### src/rtl/alu_pkg.sv
// Shared op encodings and FSM state type for the handshaked sequential ALU.
package alu_pkg;

    localparam logic [2:0] OP_AND = 3'b000;
    localparam logic [2:0] OP_OR  = 3'b001;
    localparam logic [2:0] OP_ADD = 3'b010;
    localparam logic [2:0] OP_MUL = 3'b011;
    localparam logic [2:0] OP_XOR = 3'b100;
    localparam logic [2:0] OP_SUB = 3'b101;
    localparam logic [2:0] OP_RSV = 3'b110;
    localparam logic [2:0] OP_SLT = 3'b111;

    typedef enum logic {
        IDLE = 1'b0,
        MUL  = 1'b1
    } state_t;

endpackage

### src/rtl/alu_mul_seq.sv
// Shift-add multiplier producing the low WIDTH bits of a*b, one multiplier bit per cycle.
// Only instantiated when ALU_MUL_EN is defined.
module alu_mul_seq
    import alu_pkg::*;
#(
    parameter int WIDTH = 32
) (
    input  logic             clk,
    input  logic             rst_n,
    input  logic             start,
    input  logic [WIDTH-1:0] a,
    input  logic [WIDTH-1:0] b,
    output logic             done,
    output logic [WIDTH-1:0] product
);

    localparam int CW = $clog2(WIDTH);
    localparam logic [CW-1:0] LAST = CW'(WIDTH - 1);

    logic             r_busy;
    logic [WIDTH-1:0] r_mcand;
    logic [WIDTH-1:0] r_mplier;
    logic [WIDTH-1:0] r_acc;
    logic [CW-1:0]    r_cnt;
    logic [WIDTH-1:0] w_accNext;

    // done is raised during the last step so the caller can register the final sum on that edge
    assign w_accNext = r_mplier[0] ? (r_acc + r_mcand) : r_acc;
    assign done      = r_busy && (r_cnt == LAST);
    assign product   = w_accNext;

    always_ff @(posedge clk) begin
        if (!rst_n) begin
            r_busy   <= 1'b0;
            r_mcand  <= '0;
            r_mplier <= '0;
            r_acc    <= '0;
            r_cnt    <= '0;
        end else if (start) begin
            r_busy   <= 1'b1;
            r_mcand  <= a;
            r_mplier <= b;
            r_acc    <= '0;
            r_cnt    <= '0;
        end else if (r_busy) begin
            r_acc    <= w_accNext;
            r_mcand  <= r_mcand << 1;
            r_mplier <= r_mplier >> 1;
            r_cnt    <= r_cnt + CW'(1);
            if (done) begin
                r_busy <= 1'b0;
            end
        end
    end

endmodule

### src/rtl/alu_seq.sv
// Handshaked ALU with registered, held results; optional multi-cycle multiply under ALU_MUL_EN
// (undefined: op 011 behaves as the reserved op).
module alu_seq
    import alu_pkg::*;
#(
    parameter int WIDTH      = 32,
    parameter bit SLT_SIGNED = 1'b0
) (
    input  logic             clk,
    input  logic             rst_n,
    input  logic             in_valid,
    output logic             in_ready,
    input  logic [WIDTH-1:0] a,
    input  logic [WIDTH-1:0] b,
    input  logic [2:0]       op,
    output logic             out_valid,
    input  logic             out_ready,
    output logic [WIDTH-1:0] res,
    output logic             zero,
    output logic             ovf
);

    state_t           r_state;
    state_t           w_stateNext;
    logic [WIDTH-1:0] r_res;
    logic             r_zero;
    logic             r_ovf;
    logic             r_outValid;

    logic             w_accept;
    logic             w_mulStart;
    logic             w_singleLoad;
    logic             w_mulDone;
    logic [WIDTH-1:0] w_mulProduct;
    logic [WIDTH-1:0] w_sum;
    logic [WIDTH-1:0] w_diff;
    logic             w_lt;
    logic [WIDTH-1:0] w_res;
    logic             w_ovf;

    assign in_ready     = (r_state == IDLE) && (!r_outValid || out_ready);
    assign w_accept     = in_valid && in_ready;
    assign w_singleLoad = w_accept && !w_mulStart;

    assign w_sum  = a + b;
    assign w_diff = a - b;
    assign w_lt   = SLT_SIGNED ? ($signed(a) < $signed(b)) : (a < b);

    always_comb begin
        w_res = '0;
        w_ovf = 1'b0;
        case (op)
            OP_AND: w_res = a & b;
            OP_OR:  w_res = a | b;
            OP_ADD: begin
                w_res = w_sum;
                w_ovf = (a[WIDTH-1] == b[WIDTH-1]) && (w_sum[WIDTH-1] != a[WIDTH-1]);
            end
            OP_XOR: w_res = a ^ b;
            OP_SUB: begin
                w_res = w_diff;
                w_ovf = (a[WIDTH-1] != b[WIDTH-1]) && (w_diff[WIDTH-1] != a[WIDTH-1]);
            end
            OP_SLT: w_res = {{(WIDTH-1){1'b0}}, w_lt};
            OP_MUL, OP_RSV: w_res = '0;
            default: w_res = '0;
        endcase
    end

`ifdef ALU_MUL_EN
    assign w_mulStart = w_accept && (op == OP_MUL);

    alu_mul_seq #(
        .WIDTH (WIDTH)
    ) u_mul (
        .clk     (clk),
        .rst_n   (rst_n),
        .start   (w_mulStart),
        .a       (a),
        .b       (b),
        .done    (w_mulDone),
        .product (w_mulProduct)
    );
`else
    assign w_mulStart   = 1'b0;
    assign w_mulDone    = 1'b0;
    assign w_mulProduct = '0;
`endif

    always_comb begin
        w_stateNext = r_state;
        case (r_state)
            IDLE:    if (w_mulStart) w_stateNext = MUL;
            MUL:     if (w_mulDone)  w_stateNext = IDLE;
            default: w_stateNext = IDLE;
        endcase
    end

    always_ff @(posedge clk) begin
        if (!rst_n) begin
            r_state <= IDLE;
        end else begin
            r_state <= w_stateNext;
        end
    end

    // A multiply entry with a simultaneous consume falls through to the clear branch
    always_ff @(posedge clk) begin
        if (!rst_n) begin
            r_res      <= '0;
            r_zero     <= 1'b0;
            r_ovf      <= 1'b0;
            r_outValid <= 1'b0;
        end else if (w_singleLoad) begin
            r_res      <= w_res;
            r_zero     <= (w_res == '0);
            r_ovf      <= w_ovf;
            r_outValid <= 1'b1;
        end else if (w_mulDone) begin
            r_res      <= w_mulProduct;
            r_zero     <= (w_mulProduct == '0);
            r_ovf      <= 1'b0;
            r_outValid <= 1'b1;
        end else if (r_outValid && out_ready) begin
            r_outValid <= 1'b0;
        end
    end

    assign res       = r_res;
    assign zero      = r_zero;
    assign ovf       = r_ovf;
    assign out_valid = r_outValid;

endmodule
### config.mk
export PLATFORM = sky130hd
export DESIGN_NAME = alu_seq
export DESIGN_NICKNAME = d
export VERILOG_FILES = /design/src/rtl/alu_pkg.sv /design/src/rtl/alu_mul_seq.sv /design/src/rtl/alu_seq.sv
export SDC_FILE = /design/constraint.sdc
export NUM_CORES = 1
export LEC_CHECK = 0
export BUFFER_PORTS_ARGS = -buffer_cell sky130_fd_sc_hd__buf_2
export CAP_MARGIN = 20
export CORE_MARGIN = 2
export CORE_UTILIZATION = 50
export CTS_CLUSTER_DIAMETER = 120
export CTS_CLUSTER_SIZE = 25
export DETAILED_ROUTE_END_ITERATION = 6
export GPL_TIMING_DRIVEN = 0
export PLACE_DENSITY = 0.79
export SKIP_LAST_GASP = 1
export SLEW_MARGIN = 20
export SYNTH_ARGS = -nofsm -noshare
export SYNTH_HDL_FRONTEND = slang
export SYNTH_HIERARCHICAL = 1
export SYNTH_SLANG_ARGS = --single-unit
### constraint.sdc
create_clock -name clk -period 5.07 [get_ports clk]
set_input_delay 0 -clock clk [delete_from_list [all_inputs] [get_ports clk]]
set_output_delay 0 -clock clk [all_outputs]
set_load 0.01 [all_outputs]
-- Yosys cells after proc, flatten, opt, wreduce, memory -nomap -nowiden
Index checks and enable logic that the tools add are counted.
- logic and storage cells: 39
- input port bits: 71
- output and inout bits: 36
- register bits after elaboration: 36
- mux-type cells: 5
- bitwise gates (word level): 4
- magnitude comparators: 1
- reductions and logical operators: 11
- add/sub/neg operators: 2
- equal/unequal tests: 11
- operator list (cell ; count):
    32-bit one-hot mux with 7 select lines ; 1
    32-bit adder ; 1
    32-bit bitwise AND ; 1
    32-bit zero test ; 1
    32-bit less-than comparator ; 1
    32-bit OR ; 1
    32-bit subtractor ; 1
    32-bit bitwise XOR ; 1
    3-bit equality test, second input constant ; 4
    3-bit by 2-bit equality test with 1-bit output, second input constant ; 2
    1-bit logical AND ; 5
    1-bit one-hot mux with 2 select lines ; 2
    3-bit by 1-bit equality test with 1-bit output, second input constant ; 1
    3-bit zero test ; 1
    1-bit != test ; 3
    1-bit two-way mux ; 2
    2-bit nonzero test ; 1
    2-bit OR reduction ; 1
    1-bit equality test ; 1
    1-bit zero test ; 1
    1-bit logical OR ; 1
    1-bit NOT ; 1

-- Logic depth before layout (Yosys ltp)
Gate-level depths: netlist of run 1.
- depth in word-level cells: 5
- gate-level depth with buffers: 15
- mapped depth without buffers: 14

-- Worst setup path before layout of run 1
Ideal clock, no wire load.
- path type: input -> register
- from: in b[5]
- to: reg r_zero (netlist: zero)
- slack: 1.340 ns
- setup time: 0.096 ns
- data arrival time: 3.634 ns
- stages: 14
- buffers on the path: 1
- path through: inv_1 -> ha_1 -> buf_6 -> clkinv_1 -> a211o_1 -> o211ai_1 -> a31oi_1 -> o211a_1 -> a2111oi_0 -> xor2_1 -> a221o_1 -> or4_1 -> or4b_1 -> o41ai_2
- word-level cells in the longest chain between the ends: 3
- elaborated cells between the ends (all ways): 8
- those cells by class: add/sub: 2; order compare: 1; mux: 1; bitwise: 3; reduce/logical: 1
- ends and longest elaborated chain (item ; RTL line ; text):
    start: declaration ; alu_seq.sv:14 ; input logic [WIDTH-1:0] b,
    32-bit subtractor (tied with other cells) ; alu_seq.sv:46 ; assign w_diff = a - b;
    32-bit one-hot mux with 7 select lines (*) ; alu_seq.sv:52 ; case (op)
    32-bit zero test (*) ; alu_seq.sv:116 ; r_zero <= (w_res == '0);
    end signal: assignment ; alu_seq.sv:116 ;
    end signal: assignment ; alu_seq.sv:121 ; r_zero <= (w_mulProduct == '0);
    end: declaration ; alu_seq.sv:26 ; logic r_zero;
Mark *: on every way between the ends. The rest lies on a longest branch, timed or not.
A chain may end at the register's enable or synchronous reset.

-- Worst setup path after layout of run 1
- from: in a[5]
- to: reg r_zero (netlist: zero)
- word-level cells in the longest chain between the ends: 3
- elaborated cells between the ends (all ways): 8
- those cells by class: add/sub: 2; order compare: 1; mux: 1; bitwise: 3; reduce/logical: 1
- ends and longest elaborated chain (item ; RTL line ; text):
    start: declaration ; alu_seq.sv:13 ; input logic [WIDTH-1:0] a,
    32-bit subtractor (tied with other cells) ; alu_seq.sv:46 ;
    32-bit one-hot mux with 7 select lines (*) ; alu_seq.sv:52 ;
    32-bit zero test (*) ; alu_seq.sv:116 ;
Marks and branches as above.

==> metrics.md, run 1 <==
| Metric | Value |
|---|---|
| Power share of the combinational group | `56.1%` |
| Crit path DAT | `4600 ps` |
| Clock share of power | `23.6%` |
| Hold Buf Count CTS | `1` |
| All-Layer GR Usage | `35.9%` |
| Layout cells sized above 1 | `14.0%` |
| Static leakage | `3.72 nW` |
| Synth Area in XOR/XNOR | `2.81%` |
| CP required | `5260 ps` |
| Vias | `8746` |
| Most common cell in the synthesized netlist | `nor2_1` |
| CTS Buf Count | `5` |
| Clk Tree Root Cell | `clkbuf_16` |
| Pin count of the biggest net entering global routing | `12` |
| Critical path peak fanout | `9` |
| Design area | `8100 um2` |
| First-pass GRT wire length | `42.9 mm` |
| Fill cell count | `1430` |
| Area share of the largest cell type after synthesis | `17.5%` |
| Mean routed wirelength per cell | `20.6 um` |
| Status | `completed` |
| P_sw | `0.676 mW` |
| Post-CTS Setup Inserts | `0` |
| Detail Route Antenna Nets | `0` |
| EDFF count, synth | `0` |
| Overflow after GRT | `0` |
| Fmax achieved | `227 MHz` |
| Synth Register Bits | `35` |
| Rows | `43` |
| I/O pin total | `107` |
| Top cells by area, synth | `ha_1, dfxtp_1, a21oi_1` |
| Placed cell areas | `7910 um2` |
| Unrepaired setup endpoints after global routing | `false` |
| Async set-reset flop share out of synthesis | `0%` |
| Prevailing post-synth register cell | `dfxtp_1` |
| P&R area growth vs syn | `13.1%` |
| Post-synthesis cell area | `7160 um2` |
| MaxCap Viol Count | `0` |
| Drt drc | `0` |
| Slew HR | `25.8%` |
| DR pass1 iterations | `6` |
| Cts repair resizes | `0` |
| Fin. max-slew vios | `0` |
| Post-synthesis mux area share | `1.75%` |
| Mapped Cells | `1047` |
| Die height | `124 um` |
| Die span in x | `124 um` |
| Worst hold path type | `in2reg` |
| Fin Setup TNS | `0 ps` |
| Synth Area in Compound Gates | `35.0%` |
| Startpoint types | `primary input` |
| Final GP Congestion | `1.05` |
| Switching share of power | `44.4%` |
| Kind of critical path | `in2reg` |
| CTS H-tree lvls | `2` |
| CTS tree | `done` |
| Initial core utilization | `51.4%` |
| Diode count | `0` |
| Post-synthesis net count | `1220` |
| Slew @ Worst Pin | `1100 ps` |
| Synth Area in Adders | `18.0%` |
| Initial DRC count | `1159` |
| Power Dens Cells | `188 nW/um2` |
| Clk slew on worst S/H paths | `50 ps` |
| Clock Skews | `2.58 ps` |
| Clock Tree Buf Depth | `2` |
| Sequential-to-total area share from yosys stat | `9.79%` |
| Worst vdd ir | `0.124 mV` |
| Mean Syn Cell Area | `6.84 um2` |
| Synth area leader | `ha_1` |
| Reg power frac | `20.4%` |
| Antenna violations before repair | `0` |
| Clk Latency, worst-skew pair | `280 ps` |
| Vias per inst | `6.52` |
| Core ar. | `13900 um2` |
| Main combinational cell family by area after synthesis | `compound AO/OA/AOI/OAI gates` |
| Crit path capture type | `flip-flop` |
| I/O Buffers | `105` |
| Setup violators final | `0` |
| Total chip power | `1.52 mW` |
| Yosys warning count | `6` |
| # clock sinks | `35` |
| Number of global-route vias before repair | `8078` |
| DP HPWL | `22.0 mm` |
| Period utilization | `87.0%` |
| Period minus WS final | `4410 ps` |
| Synth unique cells | `85` |
| Die ar. | `15300 um2` |
| Synth cell count leaders | `nor2_1, ha_1, inv_1, a21oi_1, nand2_1` |
| WL final | `27.6 mm` |
| Area share of and/or/nand/nor cells after synthesis | `22.7%` |
| Internal power | `0.847 mW` |
| Final nets | `1333` |
| Final hold vios | `0` |
==> critical path, stage by stage <==
cell	delay, ps
buf_2	110
inv_1	40
ha_1	290
buf_6	130
clkinv_1	140
a211o_1	340
o211ai_1	360
a31oi_1	260
o211a_1	320
a2111oi_0	780
xor2_1	140
a221o_1	370
or4_1	480
or4b_1	530
o41ai_2	310
==> worst paths after layout <==
check,startpoint,endpoint,cells past startpoint,slack [ps]
hold / removal,rst_n,res[21]$_SDFFE_PN0P_,2,40
setup reg to reg,out_valid$_SDFFE_PN0P_,zero$_SDFFE_PN0P_,11,1570
setup / recovery,a[5],zero$_SDFFE_PN0P_,15,660
hold reg to reg,res[27]$_SDFFE_PN0P_,res[27]$_SDFFE_PN0P_,2,450
==> power groups by stage <==
stage | Clock (mW) | Sequential (mW) | Combinational, mW
after floorplan | 0 | 0.325 | 0.556
final | 0.359 | 0.310 | 0.854
after global routing | 0.368 | 0.312 | 0.927
after CTS | 0.358 | 0.310 | 0.828
after detailed placement | 0 | 0.315 | 0.821
after global placement | 0 | 0.315 | 0.816
==> stage by stage <==
stage	util [%]	setup slack, ps	hold slack [ps]	instances
after global placement	56.8	501	252	1332
after detailed placement	56.8	460	259	1332
final	58.1	657	39.3	1341
after CTS	58.1	732	30.2	1341
after floorplan	-	1340	129	1047
after global routing	58.1	390	40.2	1341
==> cell type report <==
class	instances	area (um2)	share of cell area, %
Inverter	104	390	4.82
Clock inverter	2	35.0	0.433
Sequential cell	35	701	8.66
Multi-Input combinational cell	836	5750	71.1
Tap cell	180	225	2.78
Timing Repair Buffer	106	536	6.62
Clock buffer	6	139	1.72
Buffer	72	317	3.91
==> state kept, by name, indices dropped and copies added (netlist names) <==
register / count
out_valid: 1
ovf: 1
res: 32
zero: 1
==> layout by cell type (no fill, tap or decap), types with 6 or more instances in the layout <==
| cell | n |
|---|---|
| o21ai_0 | 47 |
| o311ai_0 | 6 |
| nand2_1 | 76 |
| inv_1 | 98 |
| mux2i_1 | 8 |
| o21ai_1 | 6 |
| o211ai_1 | 10 |
| nor4_1 | 20 |
| a21oi_1 | 92 |
| buf_2 | 121 |
| nand2b_1 | 8 |
| nand3_1 | 16 |
| o21a_1 | 8 |
| or3_1 | 8 |
| a311oi_1 | 8 |
| o31ai_1 | 14 |
| xnor2_1 | 16 |
| clkbuf_1 | 44 |
| a31oi_1 | 14 |
| a2111oi_0 | 6 |
| nor3_1 | 35 |
| a211o_1 | 6 |
| o31a_1 | 6 |
| ha_1 | 100 |
| o22ai_1 | 15 |
| a221oi_1 | 9 |
| dfxtp_1 | 35 |
| a211oi_1 | 35 |
| nor2_1 | 114 |
| o211a_1 | 6 |
| buf_1 | 8 |
| a21o_1 | 17 |
| nor2b_1 | 11 |
| xor2_1 | 7 |
| nand4_1 | 15 |
==> kinds of logic (layout without fill, tap and decap cells) <==
logic type / Yosys count / count (layout)
DFF: 35 / 35
buffers and inverters: 176 / 290
xor gates and xnor gates: 23 / 23
adders and majority gates: 102 / 102
muxes: 12 / 12
AOI/OAI and AO/OA: 361 / 361
and+or+nand+nor: 338 / 338
==> per-layer routing <==
layer  vias to the layer above  wire (um)  global-route usage, %
met3                       137       3000                   4.67
met1                      3983      10600                   46.1
li1                       4023          -                      -
met2                       603      12200                   58.8
met5                         -          0                      0
met4                         0       1730                   18.2
No activity file was read; power rests on OpenSTA's default activity.
==> inputs of run 2 (changes only) <==
--- a/config.mk
+++ b/config.mk
@@ -7,6 +7,7 @@
 export LEC_CHECK = 0
 export BUFFER_PORTS_ARGS = -buffer_cell sky130_fd_sc_hd__buf_2
 export CAP_MARGIN = 20
+export CORE_ASPECT_RATIO = 2
 export CORE_MARGIN = 2
 export CORE_UTILIZATION = 50
 export CTS_CLUSTER_DIAMETER = 120
==> metrics.md, run 2 (same netlist as run 1, synthesis figures left out) <==
| Metric | Value |
|---|---|
| Layout cells sized above 1 | `13.9% (was 14.0%)` |
| Status | `completed (unchanged)` |
| Fin Setup TNS | `0 ps (unchanged)` |
| Final WS setup | `564 ps (was 657 ps)` |
| Rows | `61 (was 43)` |
| DR pass1 iterations | `6 (unchanged)` |
| MaxCap Viol Count | `0 (unchanged)` |
| Pre-CTS setup slack | `513 ps (was 460 ps)` |
| Worst hold path type | `in2reg (unchanged)` |
| Clk Latency, worst-skew pair | `280 ps (about the same)` |
| Fmax achieved | `222 MHz (was 227 MHz)` |
| CP required | `5260 ps (about the same)` |
| Diode count | `0 (unchanged)` |
| Static leakage | `3.71 nW (was 3.72 nW)` |
| Sequential cell area | `701 um2 (unchanged)` |
| Fill cell count | `1414 (was 1430)` |
| P&R area growth vs syn | `12.8% (was 13.1%)` |
| Total chip power | `1.50 mW (was 1.52 mW)` |
| Worst vdd ir | `0.117 mV (was 0.124 mV)` |
| Post-CTS Setup Inserts | `0 (unchanged)` |
| All-Layer GR Usage | `40.7% (was 35.9%)` |
| Period utilization | `88.9% (was 87.0%)` |
| Number of global-route vias before repair | `8850 (was 8078)` |
| I/O pin total | `107 (unchanged)` |
| Clock Tree Buf Depth | `2 (unchanged)` |
| Fin. max-slew vios | `0 (unchanged)` |
| Detail Route Antenna Nets | `0 (unchanged)` |
| Hold Buf Count CTS | `1 (unchanged)` |
| Die ar. | `15400 um2 (was 15300 um2)` |
| Final GP Congestion | `1.08 (was 1.05)` |
| I/O Buffers | `105 (unchanged)` |
| Worst hold endpoint | `res[21]$_SDFFE_PN0P_ (unchanged)` |
| Drt drc | `0 (unchanged)` |
| Power Dens Cells | `185 nW/um2 (was 188 nW/um2)` |
| Final nets | `1333 (unchanged)` |
| Startpoint types | `primary input (unchanged)` |
| Commonest non-fill, non-tap cell in the layout | `buf_2 (unchanged)` |
| Crit path DAT | `4690 ps (was 4600 ps)` |
| Pin count of the biggest net entering global routing | `11 (was 12)` |
| Most frequent cells in the layout | `buf_2, nor2_1, ha_1, inv_1, a21oi_1 (unchanged)` |
| Hold WS | `45.2 ps (was 39.3 ps)` |
| FF-to-FF path depth | `11 (unchanged)` |
| CTS tree | `done (unchanged)` |
| Period minus WS final | `4510 ps (was 4410 ps)` |
| Setup violators final | `0 (unchanged)` |
| Cts repair resizes | `0 (unchanged)` |
| Hold path start | `rst_n (unchanged)` |
| Core ar. | `14000 um2 (was 13900 um2)` |
| R2R Path Start | `out_valid$_SDFFE_PN0P_ (unchanged)` |
| Die height | `173 um (was 124 um)` |
| DP HPWL | `24.5 mm (was 22.0 mm)` |
| Crit path capture type | `flip-flop (unchanged)` |
| Slew @ Worst Pin | `1230 ps (was 1100 ps)` |
| Clk slew on worst S/H paths | `50 ps (about the same)` |
| Initial core utilization | `51.3% (was 51.4%)` |
| Clk Tree Root Cell | `clkbuf_16 (unchanged)` |
| Vias | `9025 (was 8746)` |
| Final hold vios | `0 (unchanged)` |
| Mean routed wirelength per cell | `23.3 um (was 20.6 um)` |
| Vias per inst | `6.69 (was 6.52)` |
| First-pass GRT wire length | `47.7 mm (was 42.9 mm)` |
| CTS H-tree lvls | `2 (unchanged)` |
| Reg2reg setup slack | `1640 ps (was 1570 ps)` |
| Critical path peak fanout | `5 (was 9)` |
| # clock sinks | `35 (unchanged)` |
| Slew HR | `17.6% (was 25.8%)` |
| Die span in x | `88.6 um (was 124 um)` |
| Initial DRC count | `1051 (was 1159)` |
| CTS Buf Count | `5 (unchanged)` |
| WL final | `31.4 mm (was 27.6 mm)` |
| Hold Path Depth | `2 (unchanged)` |
| Antenna violations before repair | `0 (unchanged)` |
| Clock Skews | `1.72 ps (was 2.58 ps)` |
| Number of flip-flops in the largest register | `32 (unchanged)` |
| Worst flop-to-flop path endpoint | `zero$_SDFFE_PN0P_ (unchanged)` |
| Unrepaired setup endpoints after global routing | `false (unchanged)` |
| Area of the multi-input gates | `5760 um2 (was 5750 um2)` |
| Overflow after GRT | `0 (unchanged)` |
| Kind of critical path | `in2reg (unchanged)` |
run 2: cell count changes in the layout (fill, tap and decap cells not counted):
cell / delta
nor4_2: +1
bufinv_16: -1
clkbuf_8: -1
clkbuf_1: +2
nor4_1: -1
run 2: worst max path at each step:
stage,from,endpoint,slack (ps),cells after the start
2_1_floorplan,b[5],zero$_SDFFE_PN0P_,1340,14
3_3_place_gp,a[5],zero$_SDFFE_PN0P_,550,15
3_5_place_dp,a[5],zero$_SDFFE_PN0P_,510,15
4_1_cts,a[5],zero$_SDFFE_PN0P_,780,15
5_1_grt,a[5],zero$_SDFFE_PN0P_,460,15
6_report,b[0],zero$_SDFFE_PN0P_,560,15
run 2: layout make-up:
type	instances	share of cell area, %
multi-input cells	836	71.3
flip-flops and latches	35	8.68
repair buffers	106	6.63
inverters	104	4.83
plain buffers	72	3.92
well taps	189	2.93
clock buffers	7	1.64
clock inverters	1	0.0620
run 2: metrics by stage:
step | cell area [um2] | util (%) | std cells
2_1_floorplan | 7160 | - | 1047
3_3_place_gp | 7920 | 56.7 | 1341
3_5_place_dp | 7920 | 56.7 | 1341
4_1_cts | 8070 | 57.8 | 1350
5_1_grt | 8080 | 57.8 | 1350
6_report | 8080 | 57.8 | 1350
run 2: critical path, stage by stage:
cell	delay, ps
buf_2	120
ha_1	220
inv_1	80
fa_1	200
nor2b_1	90
o2111ai_1	610
a21oi_2	180
nor3_1	460
nor4_1	90
a31o_2	240
a211oi_1	990
nand4_1	270
nor4_1	340
or4b_1	490
o41ai_2	300
run 2: power breakdown:
part / internal [mW] / leakage (nW) / switching, mW
Sequential: 0.298 / 0.289 / 0.0135
Combinational: 0.306 / 3.35 / 0.588
Clock: 0.181 / 0.0679 / 0.109
Total: 0.786 / 3.71 / 0.710
run 2: routing by layer:
layer | GRT usage (%) | routed length, um | vias to the layer above | part of all wire, %
met2 | 68.6 | 15100 | 658 | 48
met4 | 36.3 | 3790 | 0 | 12
met3 | 10.2 | 2960 | 252 | 9.4
met5 | 0 | 0 | - | 0
li1 | - | - | 4033 | -
met1 | 38.6 | 9490 | 4082 | 30
==> inputs of run 3 (changes only) <==
--- a/config.mk
+++ b/config.mk
@@ -15,6 +15,7 @@
 export DETAILED_ROUTE_END_ITERATION = 6
 export GPL_TIMING_DRIVEN = 0
 export PLACE_DENSITY = 0.79
+export RECOVER_POWER = 25
 export SKIP_LAST_GASP = 1
 export SLEW_MARGIN = 20
 export SYNTH_ARGS = -nofsm -noshare
==> metrics.md, run 3 (same netlist as run 1, synthesis figures left out) <==
| Metric | Value |
|---|---|
| I/O pin total | `107 (unchanged)` |
| Static leakage | `3.64 nW (was 3.71 nW)` |
| Vias per inst | `6.69 (about the same)` |
| Drt drc | `0 (unchanged)` |
| Most frequent cells in the layout | `nor2_1, buf_2, ha_1, inv_1, a21oi_1 (was buf_2, nor2_1, ha_1, inv_1, a21oi_1)` |
| Clk Latency, worst-skew pair | `280 ps (about the same)` |
| Unrepaired setup endpoints after global routing | `false (unchanged)` |
| Clk Tree Root Cell | `clkbuf_16 (unchanged)` |
| Pin count of the biggest net entering global routing | `11 (unchanged)` |
| Fin. max-slew vios | `0 (unchanged)` |
| CTS H-tree lvls | `2 (unchanged)` |
| Worst vdd ir | `0.117 mV (about the same)` |
| Die ar. | `15400 um2 (unchanged)` |
| Startpoint types | `primary input (unchanged)` |
| First-pass GRT wire length | `47.7 mm (unchanged)` |
| Crit path capture type | `flip-flop (unchanged)` |
| Cts repair resizes | `0 (unchanged)` |
| Power Dens Cells | `185 nW/um2 (about the same)` |
| Period utilization | `88.7% (was 88.9%)` |
| DP HPWL | `24.5 mm (unchanged)` |
| I/O Buffers | `105 (unchanged)` |
| Layout cells sized above 1 | `12.4% (was 13.9%)` |
| Status | `completed (unchanged)` |
| MaxCap Viol Count | `0 (unchanged)` |
| Fill cell count | `1425 (was 1414)` |
| Fin Setup TNS | `0 ps (unchanged)` |
| DR pass1 iterations | `6 (unchanged)` |
| Mean routed wirelength per cell | `23.3 um (about the same)` |
| Post-CTS Setup Inserts | `0 (unchanged)` |
| Overflow after GRT | `0 (unchanged)` |
| Die span in x | `88.6 um (unchanged)` |
| Crit path DAT | `4680 ps (was 4690 ps)` |
| CTS Buf Count | `5 (unchanged)` |
| Commonest non-fill, non-tap cell in the layout | `nor2_1 (was buf_2)` |
| Final GP Congestion | `1.08 (unchanged)` |
| All-Layer GR Usage | `40.7% (unchanged)` |
| CTS tree | `done (unchanged)` |
| Clock Skews | `1.55 ps (was 1.72 ps)` |
| Rows | `61 (unchanged)` |
| Period minus WS final | `4490 ps (was 4510 ps)` |
| Kind of critical path | `in2reg (unchanged)` |
| Number of global-route vias before repair | `8850 (unchanged)` |
| Diode count | `0 (unchanged)` |
| Number of flip-flops in the largest register | `32 (unchanged)` |
| Critical path peak fanout | `9 (was 5)` |
| Die height | `173 um (unchanged)` |
| Core ar. | `14000 um2 (unchanged)` |
| Setup violators final | `0 (unchanged)` |
| Initial core utilization | `51.3% (unchanged)` |
| Final nets | `1333 (unchanged)` |
| Fmax achieved | `222 MHz (about the same)` |
| Antenna violations before repair | `0 (unchanged)` |
| Hold WS | `39.6 ps (was 45.2 ps)` |
| Initial DRC count | `1059 (was 1051)` |
| # clock sinks | `35 (unchanged)` |
| Clk slew on worst S/H paths | `50 ps (about the same)` |
| Clock Tree Buf Depth | `2 (unchanged)` |
| Slew HR | `19.2% (was 17.6%)` |
| Detail Route Antenna Nets | `0 (unchanged)` |
| CP required | `5260 ps (about the same)` |
| P&R area growth vs syn | `12.5% (was 12.8%)` |
| Vias | `9031 (was 9025)` |
| WL final | `31.5 mm (was 31.4 mm)` |
| Slew @ Worst Pin | `1200 ps (was 1230 ps)` |
| Worst hold path type | `in2reg (unchanged)` |
| Final hold vios | `0 (unchanged)` |
## run 3: changes by cell type in the layout (fill, tap and decap cells not counted)
cell      delta
clkbuf_1    +17
buf_2       -17
## run 3: worst paths after layout
path,start,cells past startpoint,slack [ps],end
setup / recovery,a[5],15,580,zero$_SDFFE_PN0P_
hold / removal,rst_n,2,40,res[21]$_SDFFE_PN0P_
setup reg to reg,out_valid$_SDFFE_PN0P_,11,1570,zero$_SDFFE_PN0P_
hold reg to reg,res[9]$_SDFFE_PN0P_,2,460,res[9]$_SDFFE_PN0P_
## run 3: power breakdown
part	switching (mW)	total (mW)	leakage [nW]	internal, mW
logic	0.588	0.892	3.28	0.304
registers	0.0139	0.312	0.289	0.298
clock network	0.109	0.290	0.0679	0.181
total	0.711	1.49	3.64	0.783
## run 3: metrics by stage
stage               power [mW]  worst slack, ps  cells  cell area [um2]  utilization (%)
floorplan                0.881             1340   1047             7160                -
CTS                       1.45              783   1350             8070             57.8
finish                    1.49              575   1350             8060             57.7
global placement          1.15              546   1341             7920             56.7
detailed placement        1.16              513   1341             7920             56.7
global route              1.56              463   1350             8060             57.7
## run 3: per-layer routing
layer,up-vias,global-route usage (%),part of all wire (%)
met5,-,0,0
li1,4034,-,-
met2,635,68.6,48
met3,252,10.2,9.0
met1,4110,38.6,31
met4,0,36.3,12
## run 3: worst max-delay path: stages
cell and delay (ps):
buf_2 100, inv_1 40, ha_1 280, buf_6 130
clkinv_1 160, a211o_1 370, o211ai_1 330, a31oi_1 180
o211a_1 370, a2111oi_0 890, xor2_1 140, a221o_1 370
or4_1 470, or4b_1 530, o41ai_2 300
## run 3: final cells by class
type                            count  area (um2)  area share [%]
Sequential cell                    35         701            8.70
Clock inverter                      1        5.00          0.0621
Multi-Input combinational cell    836        5760            71.5
Timing Repair Buffer              106         514            6.38
Buffer                             72         317            3.93
Tap cell                          189         236            2.94
Inverter                          104         390            4.85
Clock buffer                        7         133            1.65
## run 3: repair_timing
item                                   CTS  global route
hold buffers                             1             0
setup endpoints to repair                0             0
endpoints found under the hold margin    1             0
